===== src/rtl/vpu_alu_mul_arb.sv =====
// -----------------------------------------------------------------------------
// vpu_alu_mul_arb
// Shares one pipelined unsigned multiplier between NUM_REQ requesters.
// A round-robin arbiter accepts at most one request per cycle. The accepted
// request enters a LATENCY-stage pipeline. The requester ID travels with the
// product. The result leaves on a single valid/ready response channel.
// Response backpressure stalls the whole pipeline through one global enable.
//
// Ports:
//   clk, rst_n     clock, asynchronous active-low reset
//   req_valid_i    per-requester request valid
//   req_ready_o    per-requester accept (one-hot or zero)
//   req_op0_i      packed operand 0, requester i at [i*OPERAND_WIDTH +: OPERAND_WIDTH]
//   req_op1_i      packed operand 1, same packing
//   rsp_valid_o    result valid
//   rsp_ready_i    downstream accepts result
//   rsp_id_o       index of the requester that owns the result
//   rsp_result_o   low OPERAND_WIDTH bits of op0*op1 (zero when not valid)
//   busy_o         any pipeline stage holds a valid entry
// -----------------------------------------------------------------------------
module vpu_alu_mul_arb #(
  parameter int NUM_REQ       = 4,
  parameter int OPERAND_WIDTH = 32,
  parameter int LATENCY       = 2,
  parameter int ID_WIDTH      = $clog2(NUM_REQ)
) (
  input  logic                               clk,
  input  logic                               rst_n,
  input  logic [NUM_REQ-1:0]                 req_valid_i,
  output logic [NUM_REQ-1:0]                 req_ready_o,
  input  logic [NUM_REQ*OPERAND_WIDTH-1:0]   req_op0_i,
  input  logic [NUM_REQ*OPERAND_WIDTH-1:0]   req_op1_i,
  output logic                               rsp_valid_o,
  input  logic                               rsp_ready_i,
  output logic [ID_WIDTH-1:0]                rsp_id_o,
  output logic [OPERAND_WIDTH-1:0]           rsp_result_o,
  output logic                               busy_o
);

  // Requester index reached by stepping 'off' places past 'base', wrapping.
  function automatic int wrap_idx(input int base, input int off);
    return (base + off) % NUM_REQ;
  endfunction

  logic                                  advance_s;
  logic                                  grant_found_s;
  logic                                  handshake_s;
  logic [ID_WIDTH-1:0]                   grant_idx_s;
  logic [ID_WIDTH-1:0]                   ptr_next_s;
  logic [ID_WIDTH-1:0]                   ptr_r;
  logic [OPERAND_WIDTH-1:0]              op0_sel_s;
  logic [OPERAND_WIDTH-1:0]              op1_sel_s;
  logic [OPERAND_WIDTH-1:0]              product_s;
  logic [LATENCY-1:0]                    valid_r;
  logic [LATENCY-1:0][ID_WIDTH-1:0]      id_r;
  logic [LATENCY-1:0][OPERAND_WIDTH-1:0] data_r;

  // The pipeline moves only when the output slot is empty or is being drained.
  assign advance_s   = !valid_r[LATENCY-1] || rsp_ready_i;
  assign handshake_s = advance_s && grant_found_s;

  // Round-robin search from ptr_r upward. Pick the first valid requester and its operands.
  always_comb begin
    grant_found_s = 1'b0;
    grant_idx_s   = '0;
    op0_sel_s     = '0;
    op1_sel_s     = '0;
    for (int k = 0; k < NUM_REQ; k++) begin
      if (!grant_found_s && req_valid_i[wrap_idx(int'(ptr_r), k)]) begin
        grant_found_s = 1'b1;
        grant_idx_s   = ID_WIDTH'(wrap_idx(int'(ptr_r), k));
        op0_sel_s     = req_op0_i[wrap_idx(int'(ptr_r), k)*OPERAND_WIDTH +: OPERAND_WIDTH];
        op1_sel_s     = req_op1_i[wrap_idx(int'(ptr_r), k)*OPERAND_WIDTH +: OPERAND_WIDTH];
      end else begin
        grant_found_s = grant_found_s;
      end
    end
  end

  // Truncating unsigned multiply: only the low OPERAND_WIDTH bits are kept.
  assign product_s = op0_sel_s * op1_sel_s;

  // Accept strobe is one-hot on the winner, and is suppressed during a stall.
  always_comb begin
    if (handshake_s) begin
      req_ready_o = {{(NUM_REQ-1){1'b0}}, 1'b1} << grant_idx_s;
    end else begin
      req_ready_o = '0;
    end
  end

  // The next search starts just past the winner, and wraps to 0 after the last requester.
  always_comb begin
    if (grant_idx_s == ID_WIDTH'(NUM_REQ-1)) begin
      ptr_next_s = '0;
    end else begin
      ptr_next_s = grant_idx_s + ID_WIDTH'(1);
    end
  end

  // Round-robin pointer: it moves only on an accepted request, so it is frozen during stalls.
  always_ff @(posedge clk or negedge rst_n) begin
    if (!rst_n) begin
      ptr_r <= '0;
    end else if (handshake_s) begin
      ptr_r <= ptr_next_s;
    end else begin
      ptr_r <= ptr_r;
    end
  end

  // Multiply pipeline. Every stage shifts together on advance. Bubbles are kept, not compacted.
  always_ff @(posedge clk or negedge rst_n) begin
    if (!rst_n) begin
      valid_r <= '0;
      id_r    <= '0;
      data_r  <= '0;
    end else if (advance_s) begin
      valid_r[0] <= handshake_s;
      // Stage 0 captures ID and product only on an accepted request.
      if (handshake_s) begin
        id_r[0]   <= grant_idx_s;
        data_r[0] <= product_s;
      end else begin
        id_r[0]   <= id_r[0];
        data_r[0] <= data_r[0];
      end
      for (int s = 1; s < LATENCY; s++) begin
        valid_r[s] <= valid_r[s-1];
        id_r[s]    <= id_r[s-1];
        data_r[s]  <= data_r[s-1];
      end
    end else begin
      valid_r <= valid_r;
      id_r    <= id_r;
      data_r  <= data_r;
    end
  end

  // The response channel is driven directly from the last stage's registers.
  assign rsp_valid_o  = valid_r[LATENCY-1];
  assign rsp_id_o     = id_r[LATENCY-1];
  assign rsp_result_o = valid_r[LATENCY-1] ? data_r[LATENCY-1] : '0;
  assign busy_o       = |valid_r;

endmodule


===== config.mk =====
export PLATFORM = sky130hd
export DESIGN_NAME = vpu_alu_mul_arb
export DESIGN_NICKNAME = d
export VERILOG_FILES = /design/src/rtl/vpu_alu_mul_arb.sv
export SDC_FILE = /design/constraint.sdc
export NUM_CORES = 2
export LEC_CHECK = 0
export BUFFER_PORTS_ARGS = -buffer_cell sky130_fd_sc_hd__buf_4
export CAP_MARGIN = 10
export CORE_ASPECT_RATIO = 1.2
export CORE_MARGIN = 3
export CORE_UTILIZATION = 50
export DETAILED_ROUTE_END_ITERATION = 8
export GPL_TIMING_DRIVEN = 0
export PLACE_DENSITY = 0.78
export REMOVE_ABC_BUFFERS = 1
export SLEW_MARGIN = 5
export SYNTH_ARGS = -nofsm -noshare
export SYNTH_HDL_FRONTEND = slang
export SYNTH_SLANG_ARGS = --single-unit

===== constraint.sdc =====
create_clock -name clk -period 10.2 [get_ports clk]
set_input_delay 0.51 -clock clk [delete_from_list [all_inputs] [get_ports clk]]
set_output_delay 0.51 -clock clk [all_outputs]
set_load 0.1 [all_outputs]

==> summary.txt <==
Timing
  • Tcrit/Tclk final: 0.986
  • Fmax: 99.5 MHz
  • Worst relative slew slack: 0.158
  • Setup Skew: just under 9 ps
  • Setup Total Neg Slack: 0 ps
  • Worst setup margin: 146 ps
  • Max Slew Vio Count: 0
  • Final setup fails: 0
  • Min Tclk post-route: 10050 ps
  • Least-Margin Pin Slew: 1260 ps
  • Fin. Hold Viols: 0

Worst setup path
  • Crit end category: flip-flop
  • Critical path's slowest cell: inv_1
  • Critical Path Fanout Max: 20
  • Largest stage delay on the critical path: 880 ps
  • Cell seen most often among critical-path stages: fa_1
  • Startpoint types: flip-flop
  • Critical path class: flip-flop to flip-flop
  • CP arrival: 10300 ps
  • CP required: between 10000 and 15000 ps

Synth
  • EDFF count, synth: 0
  • Flops & latches, synth: 72
  • Yosys cell types: slightly above 80
  • Gate Count Post-Synth: 2824
  • Synth async-reset ratio: 1.00
  • Synthesized area: about 26000 µm²
  • Commonest register cell after synthesis: dfrtp_1
  • Register area share after synthesis: 0.0707
  • Synthesis warning total: 0
  • Post-synthesis average cell area: 9.03 µm²

Layout
  • Synth-to-layout area growth: 15.3%
  • Multi-input logic area: approximately 21000 µm²
  • Most frequent cells in the layout: inv_1 (419), fa_1 (408), nor2_1 (406)
  • Most common cell after layout, fill and taps aside: inv_1
  • Final #Nets: 3819
  • Fraction of layout cells with a size suffix above 1: 0.254
  • Final Util: 0.584
  • Register Area: 1810 µm²
  • Filler Cell Count: around 4300

GRT
  • Number of global-route vias before repair: 23422
  • Grt total ovfl: 0
  • Largest net degree at the start of global routing: 73
  • Initial antenna violation count: 4
  • First-pass GRT wire length: 121000 µm
  • Tot GR Track Use: 0.286

Placed design
  • Placement Setup Slack: -1320 ps
  • Detailed placer's ending HPWL: 59800 µm
  • IO Port Bufs: 302
  • Gp weighted congestion: 0.925

Route
  • DRT antenna net count: 0
  • DRT iter0 DRCs: 2032
  • First-pass DRT Iterations: 6
  • Routed WL per cell: 21.4 µm
  • DR vias/cell: 6.11
  • Vias: roughly 22000
  • DRC: 0
  • Routed wire length: 78700 µm

Clock network
  • # hold bufs at CTS: 0
  • Clock buffer depth: 2
  • Root buf cell: clkbuf_16
  • TritonCTS buffer count: 9
  • TritonCTS Sinks: 72
  • TritonCTS clock tree: built
  • # H-tree levels: 3
  • Worst-skew pair later-pin latency: 360 ps
  • CTS clk-pin slew, worst paths: 60 ps

Worst hold path
  • HP Class: primary input to async pin

Die
  • Num rows: 90
  • Core Area: 50300 µm²
  • IO Pins: 303
  • DIE HEIGHT: ~250 µm
  • Chip width: 212 µm
  • Total Die Area: 53800 µm²
  • Initial Util: 0.507

Status
  • Run status: finished clean

Flow run
  • Max-cap violation count: 0
## sequential cells by signal, summed over array words and instances (netlist names)
| signal | count |
|---|---|
| id_r | 2 |
| rsp_id_o | 2 |
| ptr_r | 2 |
| valid_r | 2 |
| data_r | 64 |
## worst paths after layout
path | startpoint | end | slack (ps) | cells past startpoint
max in group asynchronous | rst_n | ptr_r[1] | 9260 | 1
worst max-delay path | ptr_r[1] | data_r[31] | 150 | 30
min in group clk | data_r[16] | data_r[16] | 470 | 2
worst min register to register | data_r[16] | data_r[16] | 470 | 2
worst max register to register | ptr_r[1] | data_r[31] | 150 | 30
worst min-delay path | rst_n | data_r[40] | 280 | 1
## routing by layer
layer,vias to the layer above,global-route usage,wire length (µm)
li1,9670,-,-
met1,11152,0.336,28100
met2,1255,0.483,37700
met3,346,0.0545,7410
met4,4,0.174,5430
met5,-,0,26
## worst max-delay path: cells and delay by family, from the launching register on
kind	cells	cell delay [ps]
adders and majority gates	9	3840
AOI/OAI and AO/OA	9	2760
buffers and inverters	9	2070
DFF	1	600
muxes	1	310
xor gates and xnor gates	1	250
and+or+nand+nor	1	90
## area by class of cell
type	count	area share
clock buffers	9	0.00766
flip-flops and latches	72	0.0615
multi-input cells	2138	0.731
clock inverters	7	0.00208
well taps	644	0.0274
repair buffers	380	0.117
inverters	420	0.0537
diodes	2	0.000170
## Yosys cell counts (all sizes together), types with 40 or more instances
| library cell | instances | share of area |
|---|---|---|
| o21ai | 65 | 0.013 |
| nand2 | 131 | 0.020 |
| or2 | 139 | 0.034 |
| dfrtp | 72 | 0.071 |
| mux4 | 57 | 0.050 |
| mux2 | 78 | 0.035 |
| buf | 91 | 0.027 |
| o221ai | 42 | 0.015 |
| mux2i | 145 | 0.057 |
| a221oi | 49 | 0.018 |
| inv | 420 | 0.062 |
| nor2 | 425 | 0.063 |
| xnor2 | 63 | 0.023 |
| a21oi | 78 | 0.016 |
| ha | 127 | 0.062 |
| fa | 408 | 0.32 |
| and2 | 40 | 0.0098 |
| clkbuf | 107 | 0.016 |
## through the flow
stage | hold WS (ps) | instance area [µm²] | cells
after detailed placement | 459 | 28500 | 3620
final | 281 | 29400 | 3672
after global routing | 348 | 29400 | 3671
after global placement | 448 | 27500 | 3572
after CTS | 308 | 29000 | 3645
after floorplan | 214 | 24400 | 2626
## kinds of logic after synthesis
group / Yosys count / share of synthesized area
muxes: 280 / 0.142
adders and majority gates: 535 / 0.383
buffers and inverters: 618 / 0.105
AOI/OAI and AO/OA: 412 / 0.119
DFF: 72 / 0.0707
xor gates and xnor gates: 82 / 0.0312
and+or+nand+nor: 825 / 0.150
## timing repair
| item | in CTS | in global routing |
|---|---|---|
| gates resized for setup | 20 | 18 |
| endpoints found under the setup margin | 8 | 5 |
| setup buffers | 8 | 20 |
| pin swaps | 3 | 3 |
| gates cloned | 1 | 5 |
Power is left out: the tool's default activity adds up to more than one toggle a clock period on the data nets, which glitch-free logic cannot reach.
